**src/rtl/biriscv_alu_arbiter.sv**
```systemverilog
// Two-port arbiter in front of a single shared biriscv ALU.
// The granted request is registered into stage 1, the ALU result is evaluated
// from the stage-1 registers, and stage 2 holds the result with its id and tag.
module biriscv_alu_arbiter #(
  parameter int unsigned TAG_W = 4,
  parameter bit          RR_EN = 1'b1
) (
  input  logic             clk_i,
  input  logic             rst_ni,
  input  logic             flush_i,

  input  logic             req0_valid_i,
  output logic             req0_ready_o,
  input  logic [3:0]       req0_op_i,
  input  logic [31:0]      req0_a_i,
  input  logic [31:0]      req0_b_i,
  input  logic [TAG_W-1:0] req0_tag_i,

  input  logic             req1_valid_i,
  output logic             req1_ready_o,
  input  logic [3:0]       req1_op_i,
  input  logic [31:0]      req1_a_i,
  input  logic [31:0]      req1_b_i,
  input  logic [TAG_W-1:0] req1_tag_i,

  output logic             resp_valid_o,
  input  logic             resp_ready_i,
  output logic             resp_id_o,
  output logic [TAG_W-1:0] resp_tag_o,
  output logic [31:0]      resp_result_o,
  output logic             busy_o
);

  // biriscv ALU opcode encoding
  localparam logic [3:0] AluNone           = 4'b0000;
  localparam logic [3:0] AluShiftl         = 4'b0001;
  localparam logic [3:0] AluShiftr         = 4'b0010;
  localparam logic [3:0] AluShiftrArith    = 4'b0011;
  localparam logic [3:0] AluAdd            = 4'b0100;
  localparam logic [3:0] AluSub            = 4'b0110;
  localparam logic [3:0] AluAnd            = 4'b0111;
  localparam logic [3:0] AluOr             = 4'b1000;
  localparam logic [3:0] AluXor            = 4'b1001;
  localparam logic [3:0] AluLessThan       = 4'b1010;
  localparam logic [3:0] AluLessThanSigned = 4'b1011;

  logic             s1_valid_q, s2_valid_q;
  logic             rr_ptr_q;   // 1: port 1 preferred on contention
  logic [3:0]       s1_op_q;
  logic [31:0]      s1_a_q, s1_b_q;
  logic             s1_id_q, s2_id_q;
  logic [TAG_W-1:0] s1_tag_q, s2_tag_q;
  logic [31:0]      s2_result_q;

  logic both_valid, grant0, grant1, s1_ready, s2_ready, accept;
  logic [31:0] alu_p;

  // Arbitration and pipeline handshake
  always_comb begin
    both_valid   = req0_valid_i & req1_valid_i;
    grant1       = req1_valid_i & (~req0_valid_i | (RR_EN & rr_ptr_q));
    grant0       = req0_valid_i & ~grant1;
    s2_ready     = ~s2_valid_q | resp_ready_i;
    s1_ready     = ~s1_valid_q | s2_ready;
    req0_ready_o = grant0 & s1_ready & ~flush_i;
    req1_ready_o = grant1 & s1_ready & ~flush_i;
    accept       = req0_ready_o | req1_ready_o;
  end

  // Shared ALU evaluated from the stage-1 registers
  always_comb begin
    alu_p = s1_a_q;
    unique case (s1_op_q)
      AluShiftl:         alu_p = s1_a_q << s1_b_q[4:0];
      AluShiftr:         alu_p = s1_a_q >> s1_b_q[4:0];
      AluShiftrArith:    alu_p = $signed(s1_a_q) >>> s1_b_q[4:0];
      AluAdd:            alu_p = s1_a_q + s1_b_q;
      AluSub:            alu_p = s1_a_q - s1_b_q;
      AluAnd:            alu_p = s1_a_q & s1_b_q;
      AluOr:             alu_p = s1_a_q | s1_b_q;
      AluXor:            alu_p = s1_a_q ^ s1_b_q;
      AluLessThan:       alu_p = {31'b0, s1_a_q < s1_b_q};
      AluLessThanSigned: alu_p = {31'b0, $signed(s1_a_q) < $signed(s1_b_q)};
      AluNone:           alu_p = s1_a_q;
      default:           alu_p = s1_a_q;
    endcase
  end

  // Valid bits and round-robin pointer; flush wins over everything
  always_ff @(posedge clk_i or negedge rst_ni) begin
    if (!rst_ni) begin
      s1_valid_q <= 1'b0;
      s2_valid_q <= 1'b0;
      rr_ptr_q   <= 1'b0;
    end else if (flush_i) begin
      s1_valid_q <= 1'b0;
      s2_valid_q <= 1'b0;
    end else begin
      if (s1_ready) s1_valid_q <= accept;
      if (s2_ready) s2_valid_q <= s1_valid_q;
      if (accept && both_valid) rr_ptr_q <= grant0;
    end
  end

  // Stage-1 operand capture on an accepted request
  always_ff @(posedge clk_i or negedge rst_ni) begin
    if (!rst_ni) begin
      s1_op_q  <= '0;
      s1_a_q   <= '0;
      s1_b_q   <= '0;
      s1_id_q  <= 1'b0;
      s1_tag_q <= '0;
    end else if (accept) begin
      s1_op_q  <= grant1 ? req1_op_i  : req0_op_i;
      s1_a_q   <= grant1 ? req1_a_i   : req0_a_i;
      s1_b_q   <= grant1 ? req1_b_i   : req0_b_i;
      s1_id_q  <= grant1;
      s1_tag_q <= grant1 ? req1_tag_i : req0_tag_i;
    end
  end

  // Stage-2 result capture when stage 1 advances
  always_ff @(posedge clk_i or negedge rst_ni) begin
    if (!rst_ni) begin
      s2_result_q <= '0;
      s2_id_q     <= 1'b0;
      s2_tag_q    <= '0;
    end else if (s1_valid_q && s2_ready && !flush_i) begin
      s2_result_q <= alu_p;
      s2_id_q     <= s1_id_q;
      s2_tag_q    <= s1_tag_q;
    end
  end

  assign resp_valid_o  = s2_valid_q;
  assign resp_id_o     = s2_id_q;
  assign resp_tag_o    = s2_tag_q;
  assign resp_result_o = s2_result_q;
  assign busy_o        = s1_valid_q | s2_valid_q;

endmodule

```
**config.mk**
```make
export PLATFORM = sky130hd
export DESIGN_NAME = biriscv_alu_arbiter
export DESIGN_NICKNAME = d
export VERILOG_FILES = /design/src/rtl/biriscv_alu_arbiter.sv
export SDC_FILE = /design/constraint.sdc
export NUM_CORES = 1
export LEC_CHECK = 0
export BUFFER_PORTS_ARGS = -buffer_cell sky130_fd_sc_hd__buf_4
export CAP_MARGIN = 10
export CORE_AREA = 2 2 190 192
export DETAILED_ROUTE_END_ITERATION = 6
export DIE_AREA = 0 0 192 194
export HOLD_SLACK_MARGIN = 0.1
export PLACE_DENSITY = 0.7
export SYNTH_ARGS = -nofsm -noshare
export SYNTH_HDL_FRONTEND = slang
export SYNTH_SLANG_ARGS = --single-unit
```
**constraint.sdc**
```tcl
create_clock -name clk_i -period 4.05 [get_ports clk_i]
set_input_delay 0.6075 -clock clk_i [delete_from_list [all_inputs] [get_ports clk_i]]
set_output_delay 0.6075 -clock clk_i [all_outputs]
set_load 0.05 [all_outputs]
```
==> out/results.ini, run 1 <==
[run_status]
status=finished clean

[worst_setup_path]
cp_slowest_cell=a31oi_1
startpoint=s1_b_q[8]
worstSetupEndpointType=flip-flop
r2r_slack_ps=400
critPathArrivalTime_ps=4020
required_ps=4420
crit_buf_inv=2
critPathTopFamily=compound AO/OA/AOI/OAI gates
path_max_fanout=13
crit_type=flip-flop to flip-flop
cpPeakStageDelay_ps=620
r2r_cells=11
worstPathCellList=inv_1 > ha_1 > inv_1 > o31ai_1 > a211oi_1 > a31oi_1 > a2111oi_0 > o31ai_1 > xnor2_1 > a21oi_1 > a311oi_1
start_kind=flip-flop
rr_endpoint=resp_result_o[23]
r2r_start=s1_b_q[8]

[clocking]
cts.sinks=113
path_clk_slew_ps=70
clk_path_buf_depth=2
cts_resized=0
cts_root_buf=clkbuf_16
post_cts_buffers=0
cts_buffers=17
h-tree-depth=4
clk_latency_ps=460
cts_tree=done
cts_hold_buf=0

[synth]
syn_nets=2079
syn_avg_cell_area_um2=7.64
synth.distinct_cells=87
syn_inst=1824
synth_async_sr_flop_share_pct=100
yosysWarnings=0
yosysTopAreaCellShare_pct=20.3
ys_ff_latch=113
synth_area_mm2=0.0139
yosysSeqAreaShare_pct=20.3
synthTopCellsByArea=dfrtp_1 20%, mux2i_1 9.6%, ha_1 9.3%
yosysTopAreaCell=dfrtp_1
synth-edff-count=0
ys.flop_type=dfrtp_1

[sta]
final-hold-violation-count=0
setup_viol=0
relSlewSlack_pct=23.0
max_freq_ghz=0.274
finalClockSkew_ps=17.0
worst_slew_pin_slew_ps=1160
tns_ps=0
fin_crit_sh_pct=90.0
drv_slew=0
worst_slack_ps=405
post-route-min-period_ps=3650
grt_setup_unrepaired=no

[global_route]
grt_overflow=0
antenna_found_initial=3
grt.total_usage_pct=35.5
grt_pass1_wl_um=98200
grt_start_max_net_pins=67
grt_pass1_vias=15200

[run]
cap_violations=0

[layout]
drive_above_1_share_pct=19.3
area_delta_synth_final_pct=19.4
layout_common_cells=272 x buf_4, 219 x a21oi_1, 215 x nor2_1, 174 x nand2_1, 134 x mux2i_1
final_common_cell=buf_4
nets=2232

[placement]
dp_hpwl_um=51600
io_buffer_count=190
dp_slack_ps=508
gp_congestion=1.03

[route]
drcViolationCount=0
num_vias=15500
avgViaCountPerCell=6.34
drt-total-wl_um=66700
first_pass_iters=5
wl_per_cell_um=27.2
drtIter0Drc=1799
detail-route-antenna-nets=0

[die]
die_h_um=194
io_pins=191
dieArea_mm2=0.0372
rows=69
core_area_mm2=0.0352
die_x_um=192
start_util_pct=39.5

[power]
ir_worst_vdd_uv=494
p_leak_nw=7.63
power_density_mw_per_mm2=586

[worst_hold_path]
hold_class=input pin to asynchronous set/reset pin

[worst max path at each step]
stage                                    to  slack [ps]  depth (start not counted)
after floorplan           resp_result_o[31]         280                         15
after global placement    resp_result_o[31]         630                         11
after detailed placement  resp_result_o[23]         510                         11
after CTS                 resp_result_o[23]         540                         11
after global routing      resp_result_o[23]         240                         11
final                     resp_result_o[23]         400                         11
[metrics by stage]
step	instances	hold WS [ps]	instance area [um^2]	utilization, %	power, W
after CTS	2451	259	16600	47.2	0.00959
final	2452	213	16600	47.2	0.00974
after floorplan	1824	312	13900	-	0.00577
after global routing	2451	290	16600	47.2	0.0102
after detailed placement	2419	461	16000	45.5	0.00799
after global placement	2419	448	16000	45.5	0.00800
[final cells by class]
cell class / count / area (um^2)
fill: 3536 / 18600
clock inverter: 13 / 136
timing repair buffer: 275 / 2100
clock buffer: 19 / 453
tap: 461 / 577
inverter: 107 / 402
antenna: 1 / 2.50
sequential: 113 / 2830
multi-input combinational: 1463 / 10100
[cell families (layout without fill, tap and decap cells)]
logic type | after synthesis | in the layout | share of synthesized area [%]
AOI/OAI and AO/OA | 610 | 610 | 27.9
xor gates and xnor gates | 24 | 24 | 1.51
adders and majority gates | 105 | 105 | 9.54
buffers and inverters | 248 | 414 | 7.20
DFF | 113 | 113 | 20.3
muxes | 182 | 182 | 16.4
other | 0 | 1 | 0
and+or+nand+nor | 542 | 542 | 17.1
[state kept, by name (all words and copies together), names as in the netlist]
name           count
resp_result_o     32
s1_tag_q           4
s1_op_q            4
s1_id_q            1
rr_ptr_q           1
resp_tag_o         4
s1_b_q            32
resp_id_o          1
s1_valid_q         1
s1_a_q            32
resp_valid_o       1
[worst reg2reg max path, stage by stage, from the launching register on]
cell and delay, ps:
dfrtp_1 390, inv_1 80, ha_1 540, inv_1 110
o31ai_1 540, a211oi_1 200, a31oi_1 620, a2111oi_0 290
o31ai_1 360, xnor2_1 160, a21oi_1 80, a311oi_1 210
[synth_stat cells (all sizes together), types with 4 or more instances]
master and instances:
o32ai 4, nor4 17, o21ai 124, a31o 6, nor2b 8, o21bai 14, o221ai 4, a211o 7
mux4 35, nand3 30, or2 4, o22ai 14, nand4 6, a31oi 22, nand2b 16, o31ai 21
a211oi 25, ha 103, inv 106, or3 9, a21o 23, mux2i 135, o211ai 22, mux2 12
and3 8, nand2 174, xnor2 22, and2 8, clkbuf 87, a22oi 12, nor2 216, a21oi 219
o21a 5, a2111oi 7, a221oi 24, nor3 35, buf 54, o311ai 5, dfrtp 113, a221o 10
a311oi 14
[routing by layer]
| layer | global-route usage [%] | vias to the layer above | routed length (um) |
|---|---|---|---|
| li1 | - | 6986 | - |
| met3 | 6.24 | 190 | 5060 |
| met2 | 56.4 | 847 | 30500 |
| met1 | 45.6 | 7514 | 27000 |
| met4 | 19.3 | 2 | 4070 |
| met5 | 0 | - | 13 |
[where the power goes]
part / internal [W] / switching (W)
Clock: 0.000935 / 0.000649
Combinational: 0.00219 / 0.00421
Sequential: 0.00141 / 0.000345
Total: 0.00454 / 0.00520
Note: power is estimated with default switching activity, not from simulation.
==> run 2: changes to the inputs <==
--- a/config.mk
+++ b/config.mk
@@ -12,6 +12,7 @@
 export DIE_AREA = 0 0 192 194
 export HOLD_SLACK_MARGIN = 0.1
 export PLACE_DENSITY = 0.7
+export RECOVER_POWER = 50
 export SYNTH_ARGS = -nofsm -noshare
 export SYNTH_HDL_FRONTEND = slang
 export SYNTH_SLANG_ARGS = --single-unit
==> run 2 against run 1 <==
Effect of this change:
- the run now ends with capacitance limit, slew limit left
- flip-flop and latch count unchanged
- combinational power down 0.6%
- clock power hardly changed
- non-clock buffer count unchanged
- first-iteration DRC count shrank 6.3%
- global-route usage unchanged
- largest cell class unchanged
- die area did not move
- critical endpoint unchanged
- routed wire length about the same
- clock-buffer cell count is the same
- final cell count about the same
==> out/results.ini, run 2 (synthesized netlist as in run 1, its figures left out) <==
[global_route]
antenna_found_initial=3  ; unchanged
grt_pass1_vias=15200  ; unchanged
grt.total_usage_pct=35.5  ; unchanged
grt_start_max_net_pins=67  ; unchanged
grt_pass1_wl_um=98200  ; unchanged
grt_overflow=0  ; unchanged

[die]
rows=69  ; unchanged
io_pins=191  ; unchanged
die_x_um=192  ; unchanged
core_area_mm2=0.0352  ; unchanged
start_util_pct=39.5  ; unchanged
dieArea_mm2=0.0372  ; unchanged
die_h_um=194  ; unchanged

[power]
p_leak_nw=7.57  ; was 7.63 nW
p_switching_w=0.00519  ; was 0.00520 W
p_clk_share_pct=16.3  ; about the same
power_density_mw_per_mm2=585  ; was 586 mW/mm^2
intPower_w=0.00450  ; was 0.00454 W
ir_worst_vdd_uv=476  ; was 494 uV
p_comb_share_pct=65.6  ; was 65.7%
seq_power_share_pct=18.1  ; was 18.0%
swShare_pct=53.6  ; was 53.4%

[worst_setup_path]
r2r_start=s1_b_q[8]  ; unchanged
startpoint=s1_b_q[8]  ; unchanged
path_max_fanout=13  ; unchanged
required_ps=4420  ; about the same
critPathTopFamily=compound AO/OA/AOI/OAI gates  ; unchanged
crit_type=flip-flop to flip-flop  ; unchanged
cp.depth=11  ; unchanged
crit_path_end=resp_result_o[23]  ; unchanged
cpPeakStageDelay_ps=640  ; was 620 ps
cp_slowest_cell=a31oi_1  ; unchanged
worstPathCellList=inv_1 > ha_1 > inv_1 > o31ai_1 > a211oi_1 > a31oi_1 > a2111oi_0 > o31ai_1 > xnor2_1 > a21oi_1 > a311oi_1  ; unchanged
worstSetupEndpointType=flip-flop  ; unchanged
rr_endpoint=resp_result_o[23]  ; unchanged
start_kind=flip-flop  ; unchanged
critPathArrivalTime_ps=3990  ; was 4020 ps
r2r_slack_ps=430  ; was 400 ps
crit_buf_inv=2  ; unchanged
r2r_cells=11  ; unchanged

[placement]
dp.cells=2419  ; unchanged
dp_hpwl_um=51600  ; unchanged
gp_congestion=1.03  ; unchanged
io_buffer_count=190  ; unchanged

[clocking]
cts_tree=done  ; unchanged
clk_latency_ps=460  ; about the same
h-tree-depth=4  ; unchanged
cts_root_buf=clkbuf_16  ; unchanged
clk_path_buf_depth=2  ; unchanged
cts.sinks=113  ; unchanged
cts_resized=0  ; unchanged
post_cts_buffers=0  ; unchanged
cts_hold_buf=0  ; unchanged
path_clk_slew_ps=70  ; about the same
cts_buffers=17  ; unchanged

[route]
drtIter0Drc=1685  ; was 1799
num_vias=15600  ; was 15.5k
drcViolationCount=0  ; unchanged
avgViaCountPerCell=6.36  ; was 6.34
drt-total-wl_um=66700  ; about the same
detail-route-antenna-nets=0  ; unchanged
first_pass_iters=6  ; was 5
wl_per_cell_um=27.2  ; about the same

[run]
cap_violations=1  ; was 0

[layout]
area_delta_synth_final_pct=18.9  ; was 19.4%
layout_common_cells=258 x buf_4, 219 x a21oi_1, 216 x nor2_1, 174 x nand2_1, 134 x mux2i_1  ; was 272 x buf_4, 219 x a21oi_1, 215 x nor2_1, 174 x nand2_1, 134 x mux2i_1
drive_above_1_share_pct=18.5  ; was 19.3%
final_common_cell=buf_4  ; unchanged
nets=2232  ; unchanged
stdcell_count=2451  ; was 2452
antenna_cells=0  ; was 1

[sta]
final-hold-violation-count=0  ; unchanged
post-route-min-period_ps=3620  ; was 3650 ps
setup_viol=0  ; unchanged
relSlewSlack_pct=-7.74  ; was 23.0%
finalClockSkew_ps=15.9  ; was 17.0 ps
drv_slew=59  ; was 0
grt_setup_unrepaired=no  ; unchanged
fin_crit_sh_pct=89.4  ; was 90.0%
max_freq_ghz=0.276  ; was 0.274 GHz
tns_ps=0  ; unchanged
worst_slew_pin_slew_ps=1620  ; was 1160 ps

[run_status]
violations=capacitance limit, slew limit
status=complete, but fails checks  ; was finished clean

[worst_hold_path]
hold_class=input pin to asynchronous set/reset pin  ; unchanged

==> run 2: cell count changes in the layout (fill, tap and decap cells not counted), sizes merged <==
cell,change
diode,-1
buf,-15
clkbuf,+15
==> run 2: area by class of cell <==
cell class,instances,area (um^2)
fill,3558,18700
multi-input combinational,1463,10100
sequential,113,2830
timing repair buffer,275,2030
tap,461,577
clock buffer,19,453
inverter,107,402
clock inverter,13,136
==> run 2: layer usage <==
layer | part of all wire [%] | global-route usage [%] | vias up
li1 | - | - | 6977
met1 | 40 | 45.6 | 7564
met5 | 0.019 | 0 | -
met3 | 7.7 | 6.24 | 193
met2 | 46 | 56.4 | 853
met4 | 5.9 | 19.3 | 2
==> run 2: power groups by stage <==
stage                     registers (W)  clock network [W]  logic [W]
final                           0.00175            0.00158    0.00636
after CTS                       0.00175            0.00159    0.00625
after floorplan                 0.00216                  0    0.00361
after global routing            0.00178            0.00163    0.00675
after global placement          0.00176                  0    0.00625
after detailed placement        0.00176                  0    0.00623
==> run 2: worst reg2reg max path, delay by kind of cell, from the launching register on <==
kind                       cells  cell delay, ps
xor gates and xnor gates       1             150
adders and majority gates      1             540
buffers and inverters          2             190
DFF                            1             390
AOI/OAI and AO/OA              7            2280
==> run 2: worst min-delay path by stage <==
stage | depth (start not counted) | slack (ps) | from | endpoint
floorplan | 0 | 310 | rst_ni | resp_id_o
global placement | 2 | 450 | s1_tag_q[3] | resp_tag_o[3]
detailed placement | 2 | 460 | s1_tag_q[3] | resp_tag_o[3]
CTS | 1 | 260 | rst_ni | s1_b_q[14]
global route | 1 | 280 | rst_ni | s1_valid_q
finish | 1 | 200 | rst_ni | s1_b_q[14]
==> run 2: metrics by stage <==
| stage | hold WS, ps | worst slack [ps] | instance area (um^2) | util (%) | power, W |
|---|---|---|---|---|---|
| global placement | 448 | 633 | 16000 | 45.5 | 0.00800 |
| finish | 200 | 428 | 16600 | 47.0 | 0.00969 |
| global route | 281 | 233 | 16600 | 47.0 | 0.0102 |
| CTS | 259 | 537 | 16600 | 47.2 | 0.00959 |
| detailed placement | 461 | 508 | 16000 | 45.5 | 0.00799 |
| floorplan | 312 | 280 | 13900 | - | 0.00577 |
